File: src/rtl/i2s_pkg.sv
// rtl/i2s_pkg.sv - shared defaults and frame-slot constants for the I2S transmitter
package i2s_pkg;

    localparam int SAMPLE_W_DEF   = 16;
    localparam int CLK_HALF_DEF   = 10;
    localparam int FRAME_BITS_DEF = 50;
    localparam int HALF_DEF       = FRAME_BITS_DEF / 2;
    localparam int FIRST_SLOT     = 1;
    localparam int LAST_SLOT_DEF  = FIRST_SLOT + SAMPLE_W_DEF - 1;

    typedef enum logic {
        CH_LEFT  = 1'b0,
        CH_RIGHT = 1'b1
    } chan_e;

    function automatic int half_of(input int frame_bits);
        return frame_bits / 2;
    endfunction

endpackage

File: src/rtl/i2s_bclk_gen.sv
// rtl/i2s_bclk_gen.sv - BCLK divider, fall-event strobe and frame bit counter
module i2s_bclk_gen
    import i2s_pkg::*;
#(
    parameter int CLK_HALF   = CLK_HALF_DEF,
    parameter int FRAME_BITS = FRAME_BITS_DEF
) (
    input  logic                          i_clk48,
    input  logic                          i_rst48,
    output logic                          o_bclk,
    output logic                          o_fall,
    output logic                          o_load,
    output logic [$clog2(FRAME_BITS)-1:0] o_bit_nxt
);
    localparam int DW = $clog2(CLK_HALF + 1);
    localparam int BW = $clog2(FRAME_BITS);

    logic [DW-1:0] r_div;
    logic [BW-1:0] r_bit;
    logic          r_bclk;
    logic          w_div_end;
    logic          w_bit_end;

    assign w_div_end = (r_div == DW'(CLK_HALF - 1));
    assign w_bit_end = (r_bit == BW'(FRAME_BITS - 1));

    // Strobe is high in the cycle whose closing edge drives BCLK low.
    assign o_fall    = w_div_end & r_bclk;
    assign o_load    = o_fall & w_bit_end;
    assign o_bit_nxt = w_bit_end ? '0 : r_bit + 1'b1;
    assign o_bclk    = r_bclk;

    always_ff @(posedge i_clk48 or posedge i_rst48) begin
        if (i_rst48) begin
            r_div  <= '0;
            r_bclk <= 1'b0;
            r_bit  <= BW'(FRAME_BITS - 1);
        end else begin
            r_div <= w_div_end ? '0 : r_div + 1'b1;
            if (w_div_end) begin
                r_bclk <= ~r_bclk;
            end
            if (o_fall) begin
                r_bit <= o_bit_nxt;
            end
        end
    end

endmodule

File: src/rtl/i2s_tx.sv
// rtl/i2s_tx.sv - sample capture, double buffer and stereo I2S serialiser
module i2s_tx
    import i2s_pkg::*;
#(
    parameter int CLK_HALF   = CLK_HALF_DEF,
    parameter int FRAME_BITS = FRAME_BITS_DEF,
    parameter int SAMPLE_W   = SAMPLE_W_DEF
) (
    input  logic                i_clk48,
    input  logic                i_rst48,
    input  logic [SAMPLE_W-1:0] i_sample,
    input  logic                i_pulse,
    input  logic                i_mute,
    output logic                o_bclk,
    output logic                o_lrclk,
    output logic                o_sdata,
    output logic                o_frame,
    output logic                o_underrun,
    output logic                o_overrun
);
    localparam int H         = half_of(FRAME_BITS);
    localparam int LAST_SLOT = FIRST_SLOT + SAMPLE_W - 1;
    localparam int BW        = $clog2(FRAME_BITS);
    localparam int SW        = $clog2(H);

    logic                w_fall;
    logic                w_load;
    logic [BW-1:0]       w_bit_nxt;
    logic                w_right;
    logic [SW-1:0]       w_slot;
    logic [SAMPLE_W-1:0] w_rev;
    logic [H-1:0]        w_slot_bits;
    logic [SAMPLE_W-1:0] w_load_word;

    logic [SAMPLE_W-1:0] r_pending;
    logic [SAMPLE_W-1:0] r_hold;
    logic                r_pend_valid;
    logic                r_lrclk;
    logic                r_sdata;
    logic                r_frame;
    logic                r_underrun;
    logic                r_overrun;

    i2s_bclk_gen #(
        .CLK_HALF   (CLK_HALF),
        .FRAME_BITS (FRAME_BITS)
    ) u_bclk_gen (
        .i_clk48   (i_clk48),
        .i_rst48   (i_rst48),
        .o_bclk    (o_bclk),
        .o_fall    (w_fall),
        .o_load    (w_load),
        .o_bit_nxt (w_bit_nxt)
    );

    assign w_right = (w_bit_nxt >= BW'(H));
    assign w_slot  = w_right ? SW'(w_bit_nxt - BW'(H)) : SW'(w_bit_nxt);

    // Slot s of either half carries hold[SAMPLE_W-s]; slot 0 is the I2S delay bit.
    for (genvar g = 0; g < SAMPLE_W; g++) begin : g_rev
        assign w_rev[g] = r_hold[SAMPLE_W-1-g];
    end

    always_comb begin
        w_slot_bits                       = '0;
        w_slot_bits[LAST_SLOT:FIRST_SLOT] = w_rev;
    end

    assign w_load_word = i_pulse      ? i_sample  :
                         r_pend_valid ? r_pending : r_hold;

    always_ff @(posedge i_clk48 or posedge i_rst48) begin
        if (i_rst48) begin
            r_pending    <= '0;
            r_pend_valid <= 1'b0;
            r_hold       <= '0;
            r_lrclk      <= 1'b0;
            r_sdata      <= 1'b0;
            r_frame      <= 1'b0;
            r_underrun   <= 1'b0;
            r_overrun    <= 1'b0;
        end else begin
            r_frame    <= w_load;
            r_underrun <= w_load & ~i_pulse & ~r_pend_valid;
            r_overrun  <= i_pulse & r_pend_valid & ~w_load;

            if (i_pulse) begin
                r_pending <= i_sample;
            end
            if (w_load) begin
                r_hold       <= i_mute ? '0 : w_load_word;
                r_pend_valid <= 1'b0;
            end else if (i_pulse) begin
                r_pend_valid <= 1'b1;
            end

            if (w_fall) begin
                r_lrclk <= w_right ? CH_RIGHT : CH_LEFT;
                r_sdata <= w_slot_bits[w_slot];
            end
        end
    end

    assign o_lrclk    = r_lrclk;
    assign o_sdata    = r_sdata;
    assign o_frame    = r_frame;
    assign o_underrun = r_underrun;
    assign o_overrun  = r_overrun;

endmodule

File: config.mk
export PLATFORM = sky130hd
export DESIGN_NAME = i2s_tx
export DESIGN_NICKNAME = d
export VERILOG_FILES = /design/src/rtl/i2s_pkg.sv /design/src/rtl/i2s_bclk_gen.sv /design/src/rtl/i2s_tx.sv
export SDC_FILE = /design/constraint.sdc
export NUM_CORES = 1
export LEC_CHECK = 0
export ABC_AREA = 0
export CORE_MARGIN = 4
export CORE_UTILIZATION = 45
export DETAILED_ROUTE_END_ITERATION = 10
export HOLD_SLACK_MARGIN = 0.12
export PLACE_DENSITY = 0.73
export SYNTH_ARGS = -nofsm -noshare
export SYNTH_HDL_FRONTEND = slang
export SYNTH_SLANG_ARGS = --single-unit
File: constraint.sdc
create_clock -name i_clk48 -period 7.8 [get_ports i_clk48]
set_input_delay 2.34 -clock i_clk48 [delete_from_list [all_inputs] [get_ports i_clk48]]
set_output_delay 2.34 -clock i_clk48 [all_outputs]
set_load 0.005 [all_outputs]
* Word level (Yosys, flattened, before mapping)
Index checks and enable logic that the tools add are counted.
Cells by class: magnitude comparators 2, bitwise gates (word level) 10, reduce and logical (&&, ||, !) cells 3, muxes and demuxes 11, equality and inequality tests 2, $add $sub $neg 3
Operators by type and width (number):
- 2-to-1 mux 16 bit | 3
- adder 6 x 1 -> 6 bit (second input constant) | 1
- bitwise AND 1 bit | 6
- equality test 6 bit (second input constant) | 1
- >= comparator 6 x 5 -> 1 bit (second input constant) | 1
- less-than comparator 5 x 6 -> 1 bit (second input constant) | 1
- 2-to-1 mux 6 bit | 1
- binary-select mux 1 bit (select 5 bit) | 1
- 2-to-1 mux 5 bit | 1
- subtractor 5 bit (second input constant) | 1
- adder 4 x 1 -> 4 bit (second input constant) | 1
- equality test 4 bit (second input constant) | 1
- 2-to-1 mux 1 bit | 4
- 2-to-1 mux 4 bit | 1
- NOT 1 bit | 4
- nonzero test 3 bit | 1
- AND reduction 2 bit | 1
- nonzero test 2 bit | 1
Storage, ports and cells: word-level logic and storage cells 42, bits in registers 49, output and inout bits 6

* Depth between registers and ports, before layout
Gate-level depths: netlist of the first run.
depth in word-level cells 6, mapped depth 14, gate-level depth less buffers 14

* By module
A second synthesis of the first run with hierarchy kept.
Second synthesis, totals: cell total of the unflattened synthesis 250, area, all modules 2606.2 µm²
Modules (own cells, without submodules):
- i2s_tx | cells an instance 185, instances 1, area an instance 1996.9 µm², seq. area each 950.9 µm²
- i2s_bclk_gen | cells an instance 65, instances 1, area an instance 609.3 µm², seq. area each 279.0 µm²

* Least setup slack after synthesis of the first run
No wires, ideal clock.
path kind input to register, start point input port i_pulse, end point register r_hold[0], data arrival time 3.490 ns, setup time 0.135 ns, cell stages on the path 5, slack 4.175 ns, cell sequence clkbuf_1 clkbuf_1 mux2_2 nand2b_1 o21ai_0
On the way: word-level cells in the longest chain between the ends 2, elaborated cells on any way between the ends 4, those cells by class 2 x mux; 2 x reduce/logical
RTL lines:
- start, declared | line i2s_tx.sv:12 | input logic i_pulse,
- nonzero test 3 bit (no line) or 2-to-1 mux 16 bit (tied branches)
- AND reduction 2 bit (no line) or 2-to-1 mux 16 bit (tied branches)
- end signal, assigned | line i2s_tx.sv:91 | r_hold <= i_mute ? '0 : w_load_word;
- end, declared | line i2s_tx.sv:36 | logic [SAMPLE_W-1:0] r_hold;
Several ways; a longest one is shown, not always the timed one. A chain may end at the register's enable or synchronous reset.

* Worst setup path in the final report of the first run
start point register u_bclk_gen.r_bit[0], end point register r_sdata (netlist: o_sdata)
On the way: word-level cells in the longest chain between the ends 6, elaborated cells on any way between the ends 8, those cells by class 2 x add/sub; 1 x order compare; 1 x eq/ne; 4 x mux
RTL lines:
- start, declared | line i2s_bclk_gen.sv:19 | logic [BW-1:0] r_bit;
- start signal, assigned | line i2s_bclk_gen.sv:37 | r_bit <= BW'(FRAME_BITS - 1);
- start signal, assigned | line i2s_bclk_gen.sv:44 | r_bit <= o_bit_nxt;
- adder 6 x 1 -> 6 bit or equality test 6 bit (tied branches) | line i2s_bclk_gen.sv:30, i2s_bclk_gen.sv:25
- 2-to-1 mux 6 bit (*) | line i2s_bclk_gen.sv:30 | assign o_bit_nxt = w_bit_end ? '0 : r_bit + 1'b1;
- via u_bclk_gen.o_bit_nxt[0] | line i2s_bclk_gen.sv:13 | output logic [$clog2(FRAME_BITS)-1:0] o_bit_nxt
- subtractor 5 bit or >= comparator 6 x 5 -> 1 bit (tied branches) | line i2s_tx.sv:57, i2s_tx.sv:56
- 2-to-1 mux 5 bit (*) | line i2s_tx.sv:57 | assign w_slot = w_right ? SW'(w_bit_nxt - BW'(H)) : SW'(w_bit_nxt);
- binary-select mux 1 bit (select 5 bit) (*) | line i2s_tx.sv:99 | r_sdata <= w_slot_bits[w_slot];
- 2-to-1 mux 1 bit (implied by the code) (*) | line i2s_tx.sv:99
- end signal, assigned | line i2s_tx.sv:99
- end, declared | line i2s_tx.sv:39 | logic r_sdata;
Mark *: on every way through the listed nets, which the timed path passes. The rest lies on a longest branch. The select of a mux whose other input is x is not followed.

==> results.py, run 1 <==
metrics = {
    "outcome": {
        "status": "completed",
    },
    "sta": {
        "fin_setup_tns_ps": 0,
        "hold_viol": 0,
        "finalCriticalPeriod_ps": 4110,
        "tightest_slew_ps": 998,
        "finalSetupViolCount": 0,
        "drv_slew": 0,
        "fin_crit_sh_pct": 52.7,
        "fmax_ghz": 0.243,
        "final.setup.worst_slack_ps": 3690,
        "finClkSkew_ps": 6.32,
        "relSlewSlack_pct": 33.3,
        "hold_ws_ps": 478,
        "rsz0062_at_grt": "false",
    },
    "yosys": {
        "synthesis.nets": 276,
        "ys_seq_area_share_pct": 47.0,
        "yosys_register_bits": 49,
        "async_flop_share_pct": 100,
        "yosys_warnings": 0,
        "ys_types": 53,
        "synth_edf_count": 0,
        "synthCells": 252,
        "avgSynthCellArea_um2": 10.4,
        "synth_ff_type": "dfrtp_1",
        "synth_area_um2": 2620,
    },
    "detailed_routing": {
        "antenna_left": 0,
        "drt_iter0_drc": 88,
        "postRouteWirelength_um": 4600,
        "drc": 0,
        "wl_per_cell_um": 13.2,
        "routed-via-count": 1841,
        "viasPerCell": 5.29,
        "first_pass_iters": 7,
    },
    "critical_path": {
        "start_kind": "flip-flop",
        "critPathArrivalTime_ps": 4300,
        "cp-startpoint": "u_bclk_gen.r_bit[0]",
        "cp-end-kind": "flip-flop",
        "reg2reg_from": "u_bclk_gen.r_bit[0]",
        "crit_slowest_cell": "o21bai_1",
        "cp_cell_sequence": "ha_1 > nand3b_1 > o21bai_1 > inv_1 > ha_1 > inv_1 > a311oi_4 > nor2_1 > a22o_1 > o311ai_0 > and4_1 > o32a_1",
        "slowest_delay_ps": 640,
        "crit_type": "reg2reg",
        "cp.required_ps": 7990,
        "cp_max_fo": 11,
    },
    "cts": {
        "clk_latency_ps": 300,
        "path_clk_slew_ps": 90,
        "numCtsBuffers": 5,
        "clock_path_buffers": 2,
        "cts_root_buf": "clkbuf_8",
        "cts-resized-gates": 0,
        "ctsHoldBuffers": 0,
        "post_cts_buffers": 0,
        "cts_max_level": 2,
        "cts_tree": "yes",
        "clock_sinks": 49,
    },
    "power": {
        "p_comb_share_pct": 7.3,
        "p_sw_share_pct": 22.7,
        "p_leak_nw": 1.23,
        "seqPwrFrac_pct": 59.3,
        "p_int_w": 0.000345,
        "ir_worst_vdd_mv": 0.100,
        "powerDensity_nw_per_um2": 149,
        "p_clk_share_pct": 33.4,
        "power_switching_w": 0.000101,
    },
    "floorplanning": {
        "die_area_um2": 7100,
        "initial_utilization_pct": 47.0,
        "die_h_um": 84.3,
        "die_w_um": 84.3,
        "core-area_um2": 5570,
        "rows": 27,
        "ios": 26,
    },
    "placed_design": {
        "port_buffers": 25,
        "placedCellCount": 340,
        "pre_cts_slack_ps": 3610,
        "dp_hpwl_um": 3270,
        "place_congestion": 0.903,
    },
    "finish": {
        "area_delta_synth_final_pct": 14.6,
        "final_common_cell": "dfrtp_1",
        "layout_common_cells": "46 x dfrtp_1, 30 x nand2_1, 29 x o21ai_0",
        "drive_gt1_share_pct": 14.9,
        "antenna_cells": 0,
        "seqCellArea_um2": 1230,
        "nFillCells": 506,
        "stdcell_count": 348,
        "layout.nets": 299,
        "multi_input_area_um2": 1290,
    },
    "global_routing": {
        "grt_pass1_wl_um": 8110,
        "grt_overflow": 0,
        "grtUsageTotal_pct": 14.0,
        "first_global_vias": 1788,
        "antenna_found_initial": 0,
        "grt_max_degree": 50,
    },
    "min_path": {
        "hp-start": "r_hold[11]",
        "hold_path_class": "reg2reg",
    },
    "job": {
        "max_cap_violations": 0,
    },
}
## per-layer routing
layer	share of wire, %	up-vias	GRT usage, %
li1	-	928	-
met1	47	877	18.2
met2	47	27	22.4
met3	4.0	9	3.53
met4	1.9	0	5.70
met5	0	-	0
## cells in the mapped netlist (2+ instances only)
library cell / instances / share of area (%)
nor2b_1: 5 / 1.2
nand3b_1: 3 / 0.86
o311ai_0: 3 / 1.0
nand3_1: 6 / 1.1
clkbuf_1: 7 / 1.0
o21ai_0: 29 / 5.5
nor2_1: 10 / 1.4
a21o_1: 2 / 0.57
a21oi_1: 4 / 0.76
o21a_1: 2 / 0.57
inv_1: 13 / 1.9
dfstp_2: 3 / 3.0
xnor2_1: 3 / 1.0
nor3_1: 5 / 0.96
mux2_2: 18 / 7.7
ha_1: 4 / 1.9
and3_1: 2 / 0.48
nand2b_1: 17 / 4.1
nand2_1: 30 / 4.3
buf_6: 2 / 0.86
dfrtp_1: 46 / 44
a22o_1: 2 / 0.67
mux2i_1: 3 / 1.1
xor2_1: 4 / 1.3
## cell families after synthesis
| logic type | Yosys count | synth area share (%) |
|---|---|---|
| and+or+nand+nor | 86 | 17.6 |
| adders and majority gates | 4 | 1.91 |
| DFF | 49 | 47.0 |
| AOI/OAI and AO/OA | 61 | 17.7 |
| buffers and inverters | 23 | 3.92 |
| xor gates and xnor gates | 8 | 2.96 |
| muxes | 21 | 8.89 |
## power groups by stage
stage / clock network [W] / logic, W / registers [W]
after floorplan: 0 / 0.0000195 / 0.000269
after global placement: 0 / 0.0000330 / 0.000269
after detailed placement: 0 / 0.0000333 / 0.000270
after CTS: 0.000153 / 0.0000336 / 0.000264
after global routing: 0.000166 / 0.0000367 / 0.000265
final: 0.000149 / 0.0000326 / 0.000264
## path summary, 6_finish.rpt
kind,depth (start not counted),endpoint,slack [ps]
max reg2reg,12,o_sdata,3690
max in group asynchronous,2,r_hold[14],4590
min,2,r_hold[11],480
min reg2reg,2,r_hold[11],480
max,12,o_sdata,3690
min in group asynchronous,2,r_pending[5],2580
## stage by stage
step                cell area, µm²  util (%)  total power, W
detailed placement            2920      52.3        0.000303
floorplan                     2620         -        0.000288
global placement              2920      52.3        0.000302
CTS                           3000      53.8        0.000451
global route                  3000      53.8        0.000468
finish                        3000      53.8        0.000446
## area by class of cell
cell class | instances | area share [%]
clock buffer | 7 | 2.54
inverter | 13 | 1.63
tap | 72 | 3.00
clock inverter | 1 | 0.250
sequential | 49 | 41.0
timing repair buffer | 26 | 8.59
multi-input combinational | 180 | 43.0
## critical path: cells and delay by family (launching register included)
family | cells | cell delay (ps)
buf+inv | 2 | 410
compound gates | 5 | 1570
fa+ha+maj | 2 | 490
simple gates | 3 | 910
flops | 1 | 620
## registers in the layout, indices dropped and copies added, names as in the netlist
name               flops
u_bclk_gen.r_bit       6
r_pending             16
o_frame                1
r_pend_valid           1
o_overrun              1
o_lrclk                1
r_hold                16
o_sdata                1
u_bclk_gen.r_div       4
o_underrun             1
u_bclk_gen.o_bclk      1
Note: power is estimated with default switching activity, not from simulation.
==> inputs of run 2 (changes only) <==
==> constraint.sdc (replaced) <==
create_clock -name i_clk48 -period 3.8 [get_ports i_clk48]
set_input_delay 1.14 -clock i_clk48 [delete_from_list [all_inputs] [get_ports i_clk48]]
set_output_delay 1.14 -clock i_clk48 [all_outputs]
set_load 0.005 [all_outputs]
==> run 2 against run 1 <==
Net effect: critical path depth up 1; register-to-register slack got worse by 3400 ps; highest routed layer unchanged; via count is 2.9% higher; wire length up 9.7%; global-route usage increased by 1.1 points.
==> results.py, run 2 (synthesis gave the netlist of run 1 again) <==
metrics = {
    "critical_path": {
        "cp.required_ps": 3990,
        "cp_max_fo": 8,
        "crit_type": "reg2reg",
        "cp-end-kind": "flip-flop",
        "critPathArrivalTime_ps": 3730,
        "start_kind": "flip-flop",
    },
    "cts": {
        "clock_sinks": 49,
        "cts_root_buf": "clkbuf_8",
        "ctsHoldBuffers": 0,
        "cts_tree": "yes",
        "path_clk_slew_ps": 90,
        "numCtsBuffers": 5,
        "cts_max_level": 2,
        "clk_latency_ps": 310,
        "clock_path_buffers": 2,
    },
    "sta": {
        "fin_setup_tns_ps": 0,
        "relSlewSlack_pct": 31.7,
        "tightest_slew_ps": 1020,
        "fmax_ghz": 0.282,
        "finalSetupViolCount": 0,
        "fin_crit_sh_pct": 93.3,
        "rsz0062_at_grt": "false",
        "hold_viol": 0,
        "finClkSkew_ps": 9.01,
        "finalCriticalPeriod_ps": 3540,
        "drv_slew": 0,
    },
    "outcome": {
        "status": "completed",
    },
    "finish": {
        "drive_gt1_share_pct": 17.8,
        "reg_top3": "r_hold: 16 flops, r_pending: 16 flops, u_bclk_gen.r_bit: 6 flops",
        "area_delta_synth_final_pct": 17.2,
        "nFillCells": 511,
        "antenna_cells": 0,
        "seqCellArea_um2": 1230,
        "layout.nets": 304,
        "final_common_cell": "dfrtp_1",
        "layout_common_cells": "46 x dfrtp_1, 30 x nand2_1, 29 x o21ai_0",
        "multi_input_area_um2": 1290,
        "stdcell_count": 353,
    },
    "global_routing": {
        "antenna_found_initial": 0,
        "first_global_vias": 1867,
        "grt_overflow": 0,
        "grtUsageTotal_pct": 15.1,
        "grt_max_degree": 50,
        "grt_pass1_wl_um": 8860,
    },
    "placed_design": {
        "place_congestion": 0.875,
        "port_buffers": 25,
        "placedCellCount": 344,
        "dp_hpwl_um": 3590,
    },
    "detailed_routing": {
        "drt_iter0_drc": 98,
        "viasPerCell": 5.37,
        "drc": 0,
        "wl_per_cell_um": 14.3,
        "first_pass_iters": 4,
        "antenna_left": 0,
        "postRouteWirelength_um": 5050,
        "routed-via-count": 1894,
    },
    "power": {
        "p_leak_nw": 1.27,
        "powerDensity_nw_per_um2": 323,
        "total_power_w": 0.000992,
        "ir_worst_vdd_mv": 0.199,
    },
    "floorplanning": {
        "initial_utilization_pct": 47.0,
        "die_w_um": 84.3,
        "die_area_um2": 7100,
        "rows": 27,
        "core-area_um2": 5570,
        "die_h_um": 84.3,
        "ios": 26,
    },
    "min_path": {
        "hold_path_class": "reg2reg",
    },
    "job": {
        "max_cap_violations": 0,
    },
}
[run 2: critical path: stages (launching register included)]
cell	delay, ps
dfstp_2	610
ha_1	210
nand3b_1	180
nor2_1	240
nor2_1	130
inv_2	150
ha_1	170
inv_1	80
a311oi_4	460
nor3_4	110
mux2_2	290
a2111oi_2	390
a211oi_2	70
o32a_1	360
[run 2: power by group]
group / leakage (nW) / switching, W / internal [W]
clock: 0.0585 / 0.000184 / 0.000198
sequential: 0.616 / 0.00000385 / 0.000538
combinational: 0.595 / 0.0000294 / 0.0000392
[run 2: per-layer routing]
layer	vias to the layer above	track usage [%]	share of wire (%)
li1	937	-	-
met5	-	0	0
met3	7	3.34	3.4
met2	32	24.3	48
met4	0	4.97	1.1
met1	918	20.3	47
[run 2: path summary, 6_finish.rpt]
check | slack [ps] | cells past startpoint | to | start
worst min register to register | 480 | 2 | r_hold[11] | r_hold[11]
worst max register to register | 260 | 13 | o_sdata | u_bclk_gen.r_bit[0]
min in group asynchronous | 1400 | 2 | r_pending[5] | i_rst48
worst max-delay path | 260 | 13 | o_sdata | u_bclk_gen.r_bit[0]
max in group asynchronous | 1780 | 2 | r_hold[14] | i_rst48
worst min-delay path | 480 | 2 | r_hold[11] | r_hold[11]
[run 2: metrics by stage]
stage | hold slack (ps) | cell area (µm²) | utilization [%] | worst slack (ps)
after floorplan | 441 | 2620 | - | 609
after global placement | 458 | 2950 | 52.9 | 393
after detailed placement | 464 | 2950 | 52.9 | 277
after CTS | 485 | 3060 | 54.9 | 220
after global routing | 509 | 3070 | 55.1 | 25.5
final | 478 | 3070 | 55.1 | 255
[run 2: final cells by class]
type | instances | area share [%]
clock buffers | 5 | 2.24
repair buffers | 31 | 9.62
inverters | 13 | 1.59
flip-flops and latches | 49 | 40.1
multi-input cells | 180 | 42.1
well taps | 72 | 2.93
clock inverters | 3 | 1.43
[run 2: repair_timing]
action,in CTS,in global routing
setup endpoints to repair,0,1
gates resized for setup,0,2
setup buffers,0,1
